==> config.mk <==
export PLATFORM = sky130hd
export DESIGN_NAME = commit_trace_packer
export DESIGN_NICKNAME = d
export VERILOG_FILES = /design/src/rtl/commit_trace_packer.sv
export SDC_FILE = /design/constraint.sdc
export NUM_CORES = 2
export LEC_CHECK = 0
export BUFFER_PORTS_ARGS = -buffer_cell sky130_fd_sc_hd__clkbuf_2
export CORE_ASPECT_RATIO = 0.8
export CORE_UTILIZATION = 33
export CTS_CLUSTER_SIZE = 24
export DETAILED_ROUTE_END_ITERATION = 10
export SETUP_SLACK_MARGIN = 0.5
export SYNTH_ARGS = -nofsm -noshare
export SYNTH_HDL_FRONTEND = slang
export SYNTH_SLANG_ARGS = --single-unit
==> constraint.sdc <==
create_clock -name clk_i -period 48.2 [get_ports clk_i]
set_clock_uncertainty 0.05 [all_clocks]
set_input_delay 2.41 -clock clk_i [delete_from_list [all_inputs] [get_ports clk_i]]
set_output_delay 2.41 -clock clk_i [all_outputs]
set_load 0.02 [all_outputs]
==> src/rtl/commit_trace_packer.sv <==
// Commit-stage trace source: packs up to two retirements plus one exception per cycle into
// fixed-format records, buffers them, and serializes them onto a 64-bit valid/ready stream.
module commit_trace_packer #(
    parameter int unsigned DEPTH = 8
) (
    input  logic         clk_i,
    input  logic         rst_ni,
    input  logic         enable_i,
    input  logic [1:0]   commit_ack_i,
    input  logic [127:0] commit_pc_i,
    input  logic [63:0]  commit_instr_i,
    input  logic [1:0]   we_i,
    input  logic [9:0]   waddr_i,
    input  logic [127:0] wdata_i,
    input  logic [1:0]   priv_lvl_i,
    input  logic         debug_mode_i,
    input  logic         ex_valid_i,
    input  logic [63:0]  ex_cause_i,
    input  logic [63:0]  ex_tval_i,
    output logic         trace_valid_o,
    output logic [63:0]  trace_data_o,
    output logic         trace_last_o,
    input  logic         trace_ready_i,
    output logic [15:0]  drop_cnt_o
);

    localparam int unsigned AW = $clog2(DEPTH);
    localparam int unsigned PW = AW + 1;

    typedef struct packed {
        logic        three;
        logic [63:0] hdr;
        logic [63:0] pc;
        logic [63:0] pay;
    } rec_t;

    typedef enum logic [1:0] {StIdle, StHdr, StPc, StPay} state_e;

    state_e         state_q, state_d;
    logic [PW-1:0]  wptr_q, wptr_d, rptr_q, rptr_d;
    logic [15:0]    seq_q, seq_d;
    logic [15:0]    drop_q, drop_d;
    logic           lost_q, lost_d;

    rec_t           mem [DEPTH];
    rec_t           head;
    rec_t           cand_rec [3];
    rec_t           wr_rec [3];
    logic [AW-1:0]  widx [3];
    logic [2:0]     wr_en;
    logic [2:0]     cand;
    logic [1:0]     pos [3];
    logic [1:0]     k;
    logic [PW-1:0]  occ, free;
    logic           admit;
    logic           empty;
    logic           more_after_pop;
    logic           pop;
    logic [16:0]    drop_sum;
    logic           bkpt;

    // Breakpoints taken while already in debug mode are the debugger's own traps, not trace events.
    assign bkpt    = debug_mode_i && (ex_cause_i == 64'd3);
    assign cand[0] = enable_i & commit_ack_i[0];
    assign cand[1] = enable_i & commit_ack_i[1];
    assign cand[2] = enable_i & ex_valid_i & ~bkpt;

    // Slot position of each candidate among this cycle's candidates; also its seq offset.
    assign pos[0] = 2'd0;
    assign pos[1] = 2'(cand[0]);
    assign pos[2] = 2'(cand[0]) + 2'(cand[1]);
    assign k      = pos[2] + 2'(cand[2]);

    assign occ   = wptr_q - rptr_q;
    assign free  = PW'(DEPTH) - occ;
    assign admit = (PW'(k) <= free);
    assign empty = (wptr_q == rptr_q);

    always_comb begin
        for (int i = 0; i < 2; i++) begin
            cand_rec[i].three = we_i[i];
            cand_rec[i].hdr   = {2'b01, lost_q && (pos[i] == 2'd0), 1'(i), priv_lvl_i,
                                 debug_mode_i, we_i[i], waddr_i[5*i +: 5], 3'b000,
                                 seq_q + 16'(pos[i]), commit_instr_i[32*i +: 32]};
            cand_rec[i].pc    = commit_pc_i[64*i +: 64];
            cand_rec[i].pay   = wdata_i[64*i +: 64];
        end
        cand_rec[2].three = 1'b1;
        cand_rec[2].hdr   = {2'b10, lost_q && (pos[2] == 2'd0), 1'b0, priv_lvl_i, debug_mode_i,
                             9'd0, seq_q + 16'(pos[2]), ex_cause_i[31:0]};
        cand_rec[2].pc    = commit_pc_i[63:0];
        cand_rec[2].pay   = ex_tval_i;
    end

    // Compact present candidates into consecutive write slots, preserving priority order.
    always_comb begin
        for (int j = 0; j < 3; j++) begin
            wr_rec[j] = '0;
        end
        for (int j = 0; j < 3; j++) begin
            if (cand[j]) begin
                wr_rec[pos[j]] = cand_rec[j];
            end
        end
        for (int j = 0; j < 3; j++) begin
            widx[j]  = wptr_q[AW-1:0] + AW'(j);
            wr_en[j] = admit && (2'(j) < k);
        end
    end

    always_ff @(posedge clk_i) begin
        for (int j = 0; j < 3; j++) begin
            if (wr_en[j]) begin
                mem[widx[j]] <= wr_rec[j];
            end
        end
    end

    assign head = mem[rptr_q[AW-1:0]];

    always_comb begin
        wptr_d   = wptr_q + (admit ? PW'(k) : PW'(0));
        rptr_d   = rptr_q + PW'(pop);
        seq_d    = seq_q + 16'(k);
        drop_sum = {1'b0, drop_q} + 17'(k);
        drop_d   = drop_q;
        lost_d   = lost_q;
        if (!admit) begin
            drop_d = drop_sum[16] ? 16'hFFFF : drop_sum[15:0];
            lost_d = 1'b1;
        end else if (k != 2'd0) begin
            lost_d = 1'b0;
        end
    end

    // Decided without pop so the FSM does not depend on its own pop output.
    assign more_after_pop = (wptr_d != (rptr_q + PW'(1)));

    always_comb begin
        state_d       = state_q;
        pop           = 1'b0;
        trace_valid_o = 1'b0;
        trace_data_o  = 64'd0;
        trace_last_o  = 1'b0;
        unique case (state_q)
            StIdle: begin
                if (!empty) begin
                    state_d = StHdr;
                end
            end
            StHdr: begin
                trace_valid_o = 1'b1;
                trace_data_o  = head.hdr;
                if (trace_ready_i) begin
                    state_d = StPc;
                end
            end
            StPc: begin
                trace_valid_o = 1'b1;
                trace_data_o  = head.pc;
                trace_last_o  = ~head.three;
                if (trace_ready_i) begin
                    if (head.three) begin
                        state_d = StPay;
                    end else begin
                        pop     = 1'b1;
                        state_d = more_after_pop ? StHdr : StIdle;
                    end
                end
            end
            StPay: begin
                trace_valid_o = 1'b1;
                trace_data_o  = head.pay;
                trace_last_o  = 1'b1;
                if (trace_ready_i) begin
                    pop     = 1'b1;
                    state_d = more_after_pop ? StHdr : StIdle;
                end
            end
            default: state_d = StIdle;
        endcase
    end

    always_ff @(posedge clk_i or negedge rst_ni) begin
        if (!rst_ni) begin
            state_q <= StIdle;
            wptr_q  <= '0;
            rptr_q  <= '0;
            seq_q   <= 16'd0;
            drop_q  <= 16'd0;
            lost_q  <= 1'b0;
        end else begin
            state_q <= state_d;
            wptr_q  <= wptr_d;
            rptr_q  <= rptr_d;
            seq_q   <= seq_d;
            drop_q  <= drop_d;
            lost_q  <= lost_d;
        end
    end

    assign drop_cnt_o = drop_q;

endmodule

== Word level (Yosys, flattened, before mapping) ==
Memory sizes are Yosys's and may differ from the RTL's.
Cells that the tools add are included.

* Logic and storage cells: 94
* Memories kept: 1
* Memory bits (writable): 1544
* Output and inout bits: 82
* Input bits: 470
* Bits in registers: 43

{| class="wikitable"
|+ Memory list
! name !! words !! bits a word !! read ports !! clocked after memory_dff !! wr ports !! RTL line !! source
|-
| mem || 8 || 193 || 1 || 0 || 3 || 45 || <nowiki>rec_t mem [DEPTH];</nowiki>
|}

* Add/subtract/negate cells: 13
* Reduce and logical (&&, ||, !) cells: 14
* Muxes and demuxes: 33
* Bitwise logic cells: 8
* Eq/ne operators: 11
* $lt $le $gt $ge: 8

{| class="wikitable"
|+ Operator list
! cell !! number
|-
| $mux 579 || 3
|-
| $bwmux 579 || 2
|-
| $demux 193 s2 || 2
|-
| $mux 193 || 2
|-
| $pmux 64 s3 || 1
|-
| $eq 64x2->1 const B || 1
|-
| $add 16x2->16 || 2
|-
| $add 16x2->17 || 1
|-
| $add 16x1->16 || 1
|-
| $mux 16 || 1
|-
| $mux 1 || 13
|-
| $mux 2 || 6
|-
| $logic_and 1x1->1 || 8
|-
| $ne 2x2->1 const B || 4
|-
| $pmux 2 s4 || 1
|-
| $ge 3x3->1 const B || 2
|-
| $logic_not 2->1 || 3
|-
| $lt 3x1->1 const B || 2
|-
| $add 4x1->4 || 1
|-
| $add 4x1->4 const B || 1
|-
| $add 4x2->4 || 1
|-
| $and 1x1->1 || 4
|-
| $eq 2x2->1 const B || 2
|-
| $eq 4x4->1 || 1
|-
| other kinds (19) || 22
|}

== Longest topological paths before layout ==
* Depth after elaboration: 13
* Mapped depth: 21
* Depth with buffers taken out: 19

== Worst setup path before layout ==
OpenSTA, ideal clock, no wires.

* Path kind: input to register
* Start: input ex_cause_i[42]
* End: memory mem[1][0] (netlist bit), enable pin
* Stages on the path: 14
* Path buffers: 1
* Arrival: 19.118 ns
* Setup slack: 28.012 ns
* Cells stage by stage: or4_1 > nor4_2 > a21oi_1 > fa_1 > inv_1 > ha_1 > o21ai_0 > inv_1 > o31a_2 > inv_2 > buf_4 > o21ai_0 > nand2_1 > o31ai_1

{| class="wikitable"
|+ RTL lines
! item !! RTL line !! source
|-
| start, declared || 18 || <nowiki>input logic [63:0] ex_cause_i,</nowiki>
|-
| end, declared || 45 ||
|}

==> impl_metrics.prom <==
# TYPE chip_impl_metric gauge
chip_impl_metric{name="drcViolationCount",unit=""} 0
chip_impl_metric{name="portion_of_the_post_synthesis_area_used_by_sequential_elements",unit="%"} 52.7
chip_impl_metric{name="stdcell_count",unit=""} 11200
chip_impl_metric{name="async_reset_ff_share",unit="%"} 2.75
chip_impl_info{name="clk_root_buffer_cell",value="sky130_fd_sc_hd__clkbuf_16"} 1
chip_impl_metric{name="arrival_time_at_the_worst_endpoint",unit="ps"} 10470
chip_impl_metric{name="design.final.nets",unit=""} 8097
chip_impl_metric{name="timing.final.hold_violations",unit=""} 0
chip_impl_metric{name="max_ir_drop_vdd",unit="mV"} 0.0545
chip_impl_metric{name="wl",unit="um"} 422000
chip_impl_metric{name="routability_congestion",unit=""} 0.989
chip_impl_metric{name="post_cts_buffers",unit=""} 0
chip_impl_info{name="holdCritPathClass",value="reg -> reg"} 1
chip_impl_metric{name="switching_share",unit="%"} 42.7
chip_impl_metric{name="combPwrFrac",unit="%"} 43.5
chip_impl_metric{name="start_util",unit="%"} 33.3
chip_impl_metric{name="cts_h_tree_depth",unit=""} 4
chip_impl_info{name="critPathLaunchType",value="input pin"} 1
chip_impl_info{name="violations_in_the_final_reports",value="capacitance limit, slew limit"} 1
chip_impl_metric{name="p_leak",unit="nW"} 31.9
chip_impl_metric{name="die_area",unit="um2"} 271000
chip_impl_metric{name="max-clock-path-buffers",unit=""} 4
chip_impl_metric{name="final_layout_size_suffix_gt1_share",unit="%"} 19.7
chip_impl_metric{name="finalMaxSlewViolations",unit=""} 1
chip_impl_metric{name="cap_violations",unit=""} 2
chip_impl_metric{name="detailedRoute.firstPassIterationCount",unit=""} 9
chip_impl_metric{name="antenna_violating_nets_post_route",unit=""} 0
chip_impl_metric{name="synth_nets",unit=""} 7969
chip_impl_metric{name="first_global_vias",unit=""} 73800
chip_impl_metric{name="die_height",unit="um"} 466
chip_impl_metric{name="finalSetupViolCount",unit=""} 0
chip_impl_metric{name="detail_route.wl_per_cell",unit="um"} 37.5
chip_impl_metric{name="post-layout-total-power",unit="mW"} 6.02
chip_impl_metric{name="max_clock_freq",unit="MHz"} 101
chip_impl_info{name="synth-main-ff-cell",value="sky130_fd_sc_hd__edfxtp_1"} 1
chip_impl_info{name="rsz_0062_raised_after_global_routing",value="false"} 1
chip_impl_info{name="setup.worst_path.class",value="in -> reg"} 1
chip_impl_info{name="status",value="complete, but fails checks"} 1
chip_impl_metric{name="syn-cell-area",unit="um2"} 88700
chip_impl_metric{name="area_overhead_vs_synth",unit="%"} 12.6
chip_impl_metric{name="overflow",unit=""} 0
chip_impl_metric{name="hold_buffers",unit=""} 0
chip_impl_metric{name="ioPinCount",unit=""} 552
chip_impl_info{name="cp_slowest_cell",value="sky130_fd_sc_hd__buf_4"} 1
chip_impl_metric{name="postSynthRegisterBits",unit=""} 1563
chip_impl_metric{name="synth-warning-count",unit=""} 0
chip_impl_metric{name="first_iter_violations",unit=""} 15300
chip_impl_metric{name="grt_first_pass_wirelength",unit="um"} 580000
chip_impl_metric{name="min_period",unit="ps"} 9920
chip_impl_info{name="yosys-top-cells-area",value="sky130_fd_sc_hd__edfxtp_1, sky130_fd_sc_hd__o221ai_1, sky130_fd_sc_hd__mux4_2, sky130_fd_sc_hd__nand2_1, sky130_fd_sc_hd__clkbuf_1"} 1
chip_impl_metric{name="die_boundary_width",unit="um"} 582
chip_impl_metric{name="post-place-cells",unit=""} 10900
chip_impl_metric{name="synthCells",unit=""} 7469
chip_impl_metric{name="global_route.usage.total",unit="%"} 29.8
chip_impl_metric{name="period_share",unit="%"} 20.6
chip_impl_metric{name="path_buf_inv",unit=""} 7
chip_impl_metric{name="worst_max_slew_margin_expressed_relative_to_the_limit",unit="%"} -1.13
chip_impl_info{name="end_kind",value="register"} 1
chip_impl_info{name="tritoncts",value="built"} 1
chip_impl_metric{name="crit_required",unit="ps"} 48750
chip_impl_info{name="yosys.area.top_type",value="sky130_fd_sc_hd__edfxtp_1"} 1
chip_impl_info{name="cpLargestDelayFamily",value="buffers and inverters"} 1
chip_impl_metric{name="input_output_buffers",unit=""} 551
chip_impl_metric{name="power.sequential.fraction",unit="%"} 35.1
chip_impl_metric{name="fin_setup_tns",unit="ps"} 0
chip_impl_metric{name="postSynthAreaPerCell",unit="um2"} 11.9
chip_impl_info{name="most_frequent_cell_on_the_critical_path",value="sky130_fd_sc_hd__buf_4"} 1
chip_impl_metric{name="yosys.cell_types.count",unit=""} 70
chip_impl_metric{name="total_switching_power",unit="mW"} 2.57
chip_impl_metric{name="core.rowCount",unit=""} 169
chip_impl_metric{name="cts-buffers-inserted",unit=""} 177
chip_impl_metric{name="synth.top_cell.area_share",unit="%"} 51.5
chip_impl_metric{name="synth_enable_flop_cells",unit=""} 1520
chip_impl_metric{name="place_hpwl",unit="um"} 245000
chip_impl_info{name="cp_cell_sequence",value="clkbuf_2 -> nor4_1 -> nand2_1 -> nor4_2 -> a21oi_1 -> fa_1 -> inv_1 -> ha_1 -> o21ai_0 -> inv_1 -> o31a_2 -> inv_2 -> nor2_1 -> nand4_1 -> buf_4 -> buf_4 -> buf_4 -> nor2_1 -> a221o_1"} 1
chip_impl_metric{name="grt_antenna_before_repair",unit=""} 50
chip_impl_metric{name="via_per_inst",unit=""} 7.00
chip_impl_metric{name="clk_pin_slew",unit="ps"} 60
chip_impl_metric{name="cts.repair.resized",unit=""} 0
chip_impl_metric{name="final_worst_setup_slack",unit="ps"} 38280
chip_impl_metric{name="clock_power_share",unit="%"} 21.4
chip_impl_metric{name="route.vias.total",unit=""} 78700
chip_impl_metric{name="numClockSinks",unit=""} 1563
chip_impl_metric{name="crit_path_max_incr_delay",unit="ps"} 970
chip_impl_metric{name="p_int",unit="mW"} 3.45
chip_impl_metric{name="power-per-cell-area",unit="nW/um2"} 60.3
chip_impl_metric{name="dp_slack",unit="ps"} 37970
chip_impl_metric{name="grt_max_degree",unit=""} 147
chip_impl_metric{name="clock_latency",unit="ps"} 880
chip_impl_metric{name="timing_worst_slew_pin_value",unit="ps"} 1470
chip_impl_metric{name="critPathMaxFanout",unit=""} 64
chip_impl_metric{name="placeable_core_region",unit="um2"} 266000
[path summary, 6_finish.rpt]
| check | to | from | cells past startpoint | slack [ps] |
|---|---|---|---|---|
| min in group asynchronous | drop_cnt_o[14] | rst_ni | 2 | 1610 |
| setup / recovery | mem[2][160] | ex_cause_i[14] | 19 | 38280 |
| hold reg to reg | drop_cnt_o[11] | drop_cnt_o[11] | 2 | 490 |
| setup reg to reg | mem[1][84] | rptr_q[1] | 13 | 41430 |
| max in group asynchronous | rptr_q[2] | rst_ni | 2 | 45940 |
| hold / removal | drop_cnt_o[11] | drop_cnt_o[11] | 2 | 490 |
[metal layers]
metal	share of wire [%]	GRT usage (%)	vias up	wire length, um
met5	0.073	0	-	308
met4	6.5	17.1	48	27200
met3	18	12.4	1383	74400
met2	41	41.8	7752	173000
met1	35	38.5	38800	147000
li1	-	-	30700	-
[placed cells by master, fill, tap and decap left out, drive strengths merged, types with 7 or more instances in the layout]
master / Yosys / final
nand2: 2036 / 2036
edfxtp: 1520 / 1520
o221ai: 1374 / 1374
clkbuf: 576 / 772
mux4: 398 / 398
o21ai: 238 / 238
nand3: 193 / 193
buf: 201 / 175
mux2i: 160 / 160
a221o: 105 / 105
nor2: 89 / 89
a22oi: 86 / 86
clkinv: 0 / 67
o22ai: 60 / 60
a21oi: 45 / 45
o22a: 44 / 44
dfrtp: 43 / 43
nor2b: 28 / 28
xor2: 27 / 27
inv: 19 / 26
ha: 25 / 25
xnor2: 22 / 22
diode: 0 / 21
nand4: 20 / 20
nor3: 17 / 17
nor4: 16 / 16
and3: 14 / 14
a31oi: 13 / 13
or2: 10 / 10
o311ai: 10 / 10
a221oi: 8 / 8
and2: 8 / 8
or3: 8 / 8
or4: 7 / 7
[through the flow]
| step | hold WS, ps | area [um2] | util [%] |
|---|---|---|---|
| finish | 486 | 99800 | 37.5 |
| global route | 500 | 99800 | 37.5 |
| CTS | 487 | 99800 | 37.5 |
| detailed placement | 470 | 94600 | 35.5 |
| global placement | 467 | 94600 | 35.5 |
| floorplan | 446 | 88700 | - |
[cell families after synthesis]
logic type	count (synthesis)	share of synthesized area [%]
simple gates	2457	11.2
compound gates	2014	19.6
flops	1563	52.7
buf+inv	796	3.64
mux	559	11.9
xor+xnor	49	0.492
fa+ha+maj	31	0.477
[sequential cells by signal, summed over array words and instances, names as in the netlist]
| register | flops |
|---|---|
| wptr_q | 4 |
| drop_cnt_o | 16 |
| lost_q | 1 |
| rptr_q | 4 |
| seq_q | 16 |
| state_q | 2 |
| mem | 1520 |
[synth_stat cells (10+ instances only)]
cell / instances
sky130_fd_sc_hd__a21oi_1: 45
sky130_fd_sc_hd__a221o_1: 105
sky130_fd_sc_hd__a22oi_1: 22
sky130_fd_sc_hd__a22oi_4: 60
sky130_fd_sc_hd__a31oi_1: 12
sky130_fd_sc_hd__and3_1: 14
sky130_fd_sc_hd__buf_1: 81
sky130_fd_sc_hd__buf_2: 102
sky130_fd_sc_hd__buf_6: 11
sky130_fd_sc_hd__clkbuf_1: 575
sky130_fd_sc_hd__dfrtp_1: 43
sky130_fd_sc_hd__edfxtp_1: 1520
sky130_fd_sc_hd__ha_1: 25
sky130_fd_sc_hd__inv_1: 17
sky130_fd_sc_hd__mux2i_1: 160
sky130_fd_sc_hd__mux4_2: 398
sky130_fd_sc_hd__nand2_1: 2034
sky130_fd_sc_hd__nand3_1: 192
sky130_fd_sc_hd__nand4_1: 20
sky130_fd_sc_hd__nor2_1: 89
sky130_fd_sc_hd__nor2b_1: 28
sky130_fd_sc_hd__nor3_2: 10
sky130_fd_sc_hd__nor4_1: 12
sky130_fd_sc_hd__o21ai_0: 135
sky130_fd_sc_hd__o21ai_1: 101
sky130_fd_sc_hd__o221ai_1: 1374
sky130_fd_sc_hd__o22a_1: 44
sky130_fd_sc_hd__o22ai_1: 60
sky130_fd_sc_hd__or2_2: 10
sky130_fd_sc_hd__xnor2_1: 21
sky130_fd_sc_hd__xor2_1: 27
[area by class of cell]
class                           count  area, um2
Clock inverter                     83        522
Sequential cell                  1563      46700
Inverter                           19       73.8
Clock buffer                      221       4660
Timing Repair Buffer              726       4300
Tap cell                         3505       4390
Antenna cell                       21       52.6
Multi-Input combinational cell   5110      39100
Fill cell                       25400     166000
[power by group through the flow]
stage	registers (mW)	clock network (mW)	logic, mW
floorplan	2.32	0	1.38
global placement	2.12	0	2.49
detailed placement	2.14	0	2.51
CTS	2.11	1.28	2.52
global route	2.14	1.33	2.62
finish	2.11	1.29	2.62
[worst register-to-register path: stages, from the launching register on]
cell	delay (ps)
sky130_fd_sc_hd__dfrtp_4	970
sky130_fd_sc_hd__ha_1	400
sky130_fd_sc_hd__ha_1	220
sky130_fd_sc_hd__fa_1	440
sky130_fd_sc_hd__xor2_1	160
sky130_fd_sc_hd__xnor2_1	240
sky130_fd_sc_hd__o31a_2	270
sky130_fd_sc_hd__inv_2	250
sky130_fd_sc_hd__nor3_2	630
sky130_fd_sc_hd__nor2_2	140
sky130_fd_sc_hd__o31ai_4	90
sky130_fd_sc_hd__buf_4	540
sky130_fd_sc_hd__buf_4	980
sky130_fd_sc_hd__buf_4	890
(Power assumes the default switching activity.)
